--- config.mk ---
export PLATFORM = sky130hd
export DESIGN_NAME = cordic_rot_engine
export DESIGN_NICKNAME = d
export VERILOG_FILES = /design/src/rtl/cordic_rot_engine.sv
export SDC_FILE = /design/constraint.sdc
export NUM_CORES = 1
export LEC_CHECK = 0
export CAP_MARGIN = 20
export CORE_ASPECT_RATIO = 1.2
export CORE_MARGIN = 2
export CORE_UTILIZATION = 45
export DETAILED_ROUTE_END_ITERATION = 7
export GPL_TIMING_DRIVEN = 0
export PLACE_DENSITY = 0.67
export SLEW_MARGIN = 20
export SYNTH_ARGS = -nofsm -noshare
export SYNTH_HDL_FRONTEND = slang
export SYNTH_SLANG_ARGS = --single-unit
export TNS_END_PERCENT = 100
--- constraint.sdc ---
create_clock -name clock -period 9.9 [get_ports clock]
set_input_delay 0.99 -clock clock [delete_from_list [all_inputs] [get_ports clock]]
set_output_delay 0.99 -clock clock [all_outputs]
set_load 0.01 [all_outputs]
--- src/rtl/cordic_rot_engine.sv ---
// cordic_rot_engine: iterative CORDIC rotation, one micro-rotation per clock
module cordic_rot_engine #(
   parameter int ITER = 12
) (
   input  logic        clock,
   input  logic        reset,
   input  logic        start,
   input  logic [15:0] x_in,
   input  logic [15:0] y_in,
   input  logic [15:0] z_in,
   output logic        busy,
   output logic        done,
   output logic [17:0] x_out,
   output logic [17:0] y_out,
   output logic [15:0] z_out,
   output logic [11:0] dir,
   output logic        quad
);
   typedef enum logic [1:0] {IDLE, RUN, DONE} state_t;
   localparam logic [15:0] ATAN [12] = '{16'd8192, 16'd4836, 16'd2555, 16'd1297, 16'd651, 16'd326,
                                          16'd163, 16'd81, 16'd41, 16'd20, 16'd10, 16'd5};
   state_t             state_q, state_d;
   logic               busy_q, busy_d, done_q, done_d, quad_q, quad_d, flip;
   logic [3:0]         cnt_q, cnt_d;
   logic signed [17:0] x_q, x_d, y_q, y_d, xs, ys, x_ld, y_ld;
   logic [15:0]        z_q, z_d, a;
   logic [11:0]        dir_q, dir_d;
   // next-state: load on an accepted start, otherwise one micro-rotation per RUN cycle
   always_comb begin
      flip = z_in[15] ^ z_in[14];
      x_ld = {{2{x_in[15]}}, x_in};
      y_ld = {{2{y_in[15]}}, y_in};
      xs = x_q >>> cnt_q;
      ys = y_q >>> cnt_q;
      a = ATAN[cnt_q];
      state_d = state_q;
      busy_d = busy_q;
      done_d = 1'b0;
      quad_d = quad_q;
      cnt_d = cnt_q;
      x_d = x_q;
      y_d = y_q;
      z_d = z_q;
      dir_d = dir_q;
      if (state_q == RUN) begin
         x_d = z_q[15] ? x_q + ys : x_q - ys;
         y_d = z_q[15] ? y_q - xs : y_q + xs;
         z_d = z_q[15] ? z_q + a : z_q - a;
         dir_d[cnt_q] = z_q[15];
         cnt_d = cnt_q + 4'd1;
         if (cnt_q == 4'(ITER - 1)) begin
            state_d = DONE;
            busy_d = 1'b0;
            done_d = 1'b1;
         end
      end else if (start) begin
         state_d = RUN;
         busy_d = 1'b1;
         cnt_d = 4'd0;
         dir_d = 12'd0;
         quad_d = flip;
         x_d = flip ? -x_ld : x_ld;
         y_d = flip ? -y_ld : y_ld;
         z_d = flip ? z_in ^ 16'h8000 : z_in;
      end else begin
         state_d = IDLE;
      end
   end
   // state and working registers; reset clears everything immediately
   always_ff @(posedge clock or posedge reset) begin
      if (reset) begin
         state_q <= IDLE;
         busy_q <= 1'b0;
         done_q <= 1'b0;
         quad_q <= 1'b0;
         cnt_q <= 4'd0;
         x_q <= '0;
         y_q <= '0;
         z_q <= '0;
         dir_q <= '0;
      end else begin
         state_q <= state_d;
         busy_q <= busy_d;
         done_q <= done_d;
         quad_q <= quad_d;
         cnt_q <= cnt_d;
         x_q <= x_d;
         y_q <= y_d;
         z_q <= z_d;
         dir_q <= dir_d;
      end
   end
   assign busy = busy_q;
   assign done = done_q;
   assign x_out = x_q;
   assign y_out = y_q;
   assign z_out = z_q;
   assign dir = dir_q;
   assign quad = quad_q;
endmodule

==> results <==
- In this design, the critical path's most frequently occurring cell is sky130_fd_sc_hd__o21ai_0.
- At the later pin of the worst-skew pair, clock insertion delay measures around 360 ps.
- Synthesis produced a netlist with a net count of 1253.
- The critical path goes through buf_6, buf_6, buf_4, buf_2, mux2_2, a2bb2oi_1, o221ai_1, a21oi_1, ha_1, nand2_1, o21ai_0, ha_1, a21oi_1, o21ai_0, a2111oi_0, nor4_1, a2111oi_0, xor2_1, o21ai_0.
- After detailed routing, the number of vias per cell comes to about 6.4.
- The number of synthesized flops with an enable pin is 0.
- The master cell of the clock root buffer is sky130_fd_sc_hd__clkbuf_16.
- The standard-cell row count is 57.
- The pin count of the biggest net entering global routing is 49.
- The placeable core region is between 0.02 and 0.025 sq mm.
- The final route contains 9839 vias.
- The portion of the clock cycle consumed by the worst path in the final layout is 0.571.
- The count of buffers added on input and output ports is approximately 120.
- Across every metal layer, demand over resource in global routing totals 0.339.
- The number of H-tree levels is 3.
- The highest-delay cell along the critical path is sky130_fd_sc_hd__a2111oi_0.
- Of the synthesized area, sequential elements account for 0.196.
- In this run the vertical extent of the chip is roughly 160 um.
- The async set-reset flop share out of synthesis is 1.00.
- The final count of pins violating max slew is 0.
- The final global-route overflow total is 0.
- The total of warnings raised by yosys is 0.
- The post-detailed-routing wire length is approximately 37000 um.
- Hold repair after CTS inserted 0 buffers.
- The layout has between 2k and 2.5k filler cells.
- For the pin with the worst max-slew slack, the measured transition is between 1000 and 1500 ps.
- Of all nets on the critical path, the largest fanout is 10.
- The clock slew seen by the registers of the worst setup and hold paths is around 70 ps.
- For this configuration, the core starts out at a cell density of 0.459.
- The number of violations of the max-capacitance limit is 0.
- The last weighted congestion value of the routability-driven placer is between 1 and 1.5.
- At the worst endpoint, the required time is between 10000 and 15000 ps.
- The first-pass GRT wire length is about 56000 um.
- STA classifies the critical path endpoint as a flop.
- The setup fix buffers added after clock tree synthesis is 0.
- Dividing the detail-routed wire length by the instance count gives between 20 and 25 um.
- The synthesized area per cell is between 8 and 9 sq um.
- The remaining max-slew budget at the tightest pin is 0.257.
- The min-delay analysis places its worst path in the category reg -> reg.
- For the worst setup path, the data arrival time is roughly 5900 ps.
- The detail route stage leaves a number of antenna-violating nets equal to 0.
- The number of different library cells in the post-synthesis netlist is between 80 and 90.
- The type of element launching the critical path is a flop.
- The repair_antennas step left the layout with diodes totalling 0.
- After synthesis the cells add up to roughly 0.0093 sq mm.
- The buffer depth of the longest clock path is 2.
- Compared with the post-synthesis result, the final layout area differs by 19.9%.
- The number of global-route vias before repair is approximately 9.5k.
- The wire-length estimate of the detail-placed layout is between 20000 and 30000 um.
- The die is between 100 and 150 um wide.
- The number of instances resized during post-cts repair is 0.
- TritonCTS built the clock tree.
- The final net count is between 1k and 1.5k.
- Setup total negative slack on the finished layout was measured at 0 ps.
- about 120 I/O pins were placed.
- The number of synthesized register bits is between 70 and 80.
- Of the cells placed in the final design, the portion with a size suffix greater than 1 is 0.0778.
- The delay of the slowest cell on the worst path is roughly 600 ps.
- The detailed router finished its first iteration with ~1.1k violations.
- The buffer and inverter count on the worst path is 4.
- The minimum clock period is 5650 ps.
- The cell family contributing the most delay on the critical path is compound AO/OA/AOI/OAI gates.
- In the synthesized netlist the dominant register cell turns out to be sky130_fd_sc_hd__dfrtp_1.
- The hold violation total from the final report is 0.
- The number of search-and-repair iterations in the first detailed-routing pass is 5.
- Timing would allow up to ~0.18 GHz.
- The number of instances in the synthesized netlist is 1139.
- The die area is 0.0219 sq mm.
- For this design, the sink count on the clock tree is 73.
- Setup repair after global routing left no endpoint under its margin.
- On the final layout, the worst clock skew is roughly 8.2 ps.
- The number of clock buffers added by TritonCTS is 9.
- The critical path in this run is classified as reg -> reg.
- In the routed design, unresolved DRC markers number 0.
- The flow ran to the end, and the final reports show no timing, DRC or antenna violations.
- The number of antenna violations at the first check in global routing is 0.
- Setup violations remaining at the end of the flow were counted as 0.
metal layers:
metal  wire [um]  vias to the layer above  global-route usage  part of all wire
li1            -                     4486                   -                 -
met1       14200                     4668               0.419              0.39
met2       17000                      561               0.557              0.46
met3        3170                      124              0.0534             0.086
met4        2430                        0               0.198             0.066
met5           0                        -                   0                 0
state kept, by name, indices dropped and copies added, names as in the netlist:
register and flops:
z_out 16, busy 1, state_q 2, done 1, cnt_q 4, y_out 18, quad 1, dir 12
x_out 18
through the flow:
step,util,setup slack (ps),hold slack [ps],instances,cell area [sq um]
2_1_floorplan,-,5600,512,1139,9330
6_report,0.550,4250,490,1538,11200
3_5_place_dp,0.534,4420,482,1522,10900
5_1_grt,0.550,4010,548,1538,11200
3_3_place_gp,0.533,4440,471,1521,10800
4_1_cts,0.550,4390,494,1538,11200
cell type report:
class / count / area (sq um) / area share
well taps: 265 / 332 / 0.0297
plain buffers: 69 / 365 / 0.0327
clock inverters: 7 / 95.1 / 0.00851
inverters: 48 / 183 / 0.0163
flip-flops and latches: 73 / 1830 / 0.163
repair buffers: 118 / 1200 / 0.107
multi-input cells: 949 / 6950 / 0.622
clock buffers: 9 / 225 / 0.0201
cell families after synthesis:
| logic type | count (synthesis) | synth area share |
|---|---|---|
| xor+xnor | 96 | 0.0916 |
| compound gates | 374 | 0.255 |
| fa+ha+maj | 63 | 0.0869 |
| buf+inv | 117 | 0.0585 |
| mux | 81 | 0.139 |
| simple gates | 335 | 0.173 |
| flops | 73 | 0.196 |
worst min-delay path, cell delays in order (launching register included):
cell,delay (ps)
sky130_fd_sc_hd__dfrtp_1,340
sky130_fd_sc_hd__nand2_1,50
sky130_fd_sc_hd__o21ai_0,60
path summary, 6_finish.rpt:
kind,startpoint,to,slack (ps),depth (start not counted)
setup / recovery,cnt_q[0],x_out[11],4250,19
hold / removal,quad,quad,490,2
setup reg to reg,cnt_q[0],x_out[11],4250,19
hold reg to reg,quad,quad,490,2
max in group asynchronous,reset,x_out[9],8340,3
min in group asynchronous,reset,z_out[13],960,2
Yosys cell counts (5+ instances only):
cell,count,area share
sky130_fd_sc_hd__o21bai_1,10,0.0080
sky130_fd_sc_hd__o22ai_1,6,0.0040
sky130_fd_sc_hd__a211o_1,5,0.0047
sky130_fd_sc_hd__a21o_1,10,0.0080
sky130_fd_sc_hd__inv_1,45,0.018
sky130_fd_sc_hd__a211oi_1,9,0.0072
sky130_fd_sc_hd__nand3_1,26,0.014
sky130_fd_sc_hd__o21a_1,10,0.0080
sky130_fd_sc_hd__buf_1,8,0.0032
sky130_fd_sc_hd__mux4_1,7,0.020
sky130_fd_sc_hd__dfrtp_1,73,0.20
sky130_fd_sc_hd__nand2b_1,13,0.0087
sky130_fd_sc_hd__a22oi_1,5,0.0040
sky130_fd_sc_hd__nor3_1,17,0.0091
sky130_fd_sc_hd__and3_1,10,0.0067
sky130_fd_sc_hd__a21oi_1,87,0.047
sky130_fd_sc_hd__o31ai_1,12,0.0097
sky130_fd_sc_hd__and2_1,10,0.0067
sky130_fd_sc_hd__buf_6,10,0.012
sky130_fd_sc_hd__mux2_2,13,0.016
sky130_fd_sc_hd__mux4_2,28,0.068
sky130_fd_sc_hd__nor4_1,8,0.0054
sky130_fd_sc_hd__o211ai_1,40,0.032
sky130_fd_sc_hd__o21ai_0,109,0.058
sky130_fd_sc_hd__nor2b_1,13,0.0087
sky130_fd_sc_hd__or3_1,14,0.0094
sky130_fd_sc_hd__xnor2_1,58,0.054
sky130_fd_sc_hd__nor3b_1,5,0.0040
sky130_fd_sc_hd__mux2i_1,32,0.034
sky130_fd_sc_hd__ha_1,60,0.080
sky130_fd_sc_hd__clkbuf_1,42,0.017
sky130_fd_sc_hd__nand2_1,124,0.050
sky130_fd_sc_hd__a31oi_1,13,0.0087
sky130_fd_sc_hd__xor2_1,37,0.035
sky130_fd_sc_hd__nor2_1,71,0.029
layout by cell type (no fill, tap or decap), types with 9 or more instances in the layout:
cell,n
sky130_fd_sc_hd__o211ai_1,40
sky130_fd_sc_hd__o21ai_0,109
sky130_fd_sc_hd__nand3_1,26
sky130_fd_sc_hd__nor2b_1,13
sky130_fd_sc_hd__o31ai_1,12
sky130_fd_sc_hd__xor2_1,37
sky130_fd_sc_hd__buf_6,10
sky130_fd_sc_hd__nor2_1,71
sky130_fd_sc_hd__o21a_1,10
sky130_fd_sc_hd__and3_1,10
sky130_fd_sc_hd__inv_1,44
sky130_fd_sc_hd__o21bai_1,10
sky130_fd_sc_hd__and2_1,10
sky130_fd_sc_hd__nand2_1,124
sky130_fd_sc_hd__dfrtp_1,73
sky130_fd_sc_hd__a21oi_1,87
sky130_fd_sc_hd__a31oi_1,13
sky130_fd_sc_hd__xnor2_1,58
sky130_fd_sc_hd__clkdlybuf4s50_1,117
sky130_fd_sc_hd__clkbuf_1,42
sky130_fd_sc_hd__ha_1,60
sky130_fd_sc_hd__mux4_2,28
sky130_fd_sc_hd__mux2_2,13
sky130_fd_sc_hd__mux2i_1,32
sky130_fd_sc_hd__clkbuf_16,9
sky130_fd_sc_hd__a211oi_1,9
sky130_fd_sc_hd__a21o_1,10
sky130_fd_sc_hd__nand2b_1,13
sky130_fd_sc_hd__or3_1,14
sky130_fd_sc_hd__nor3_1,17
Power is left out: the tool's default activity adds up to more than one toggle a clock period on the data nets, which glitch-free logic cannot reach.
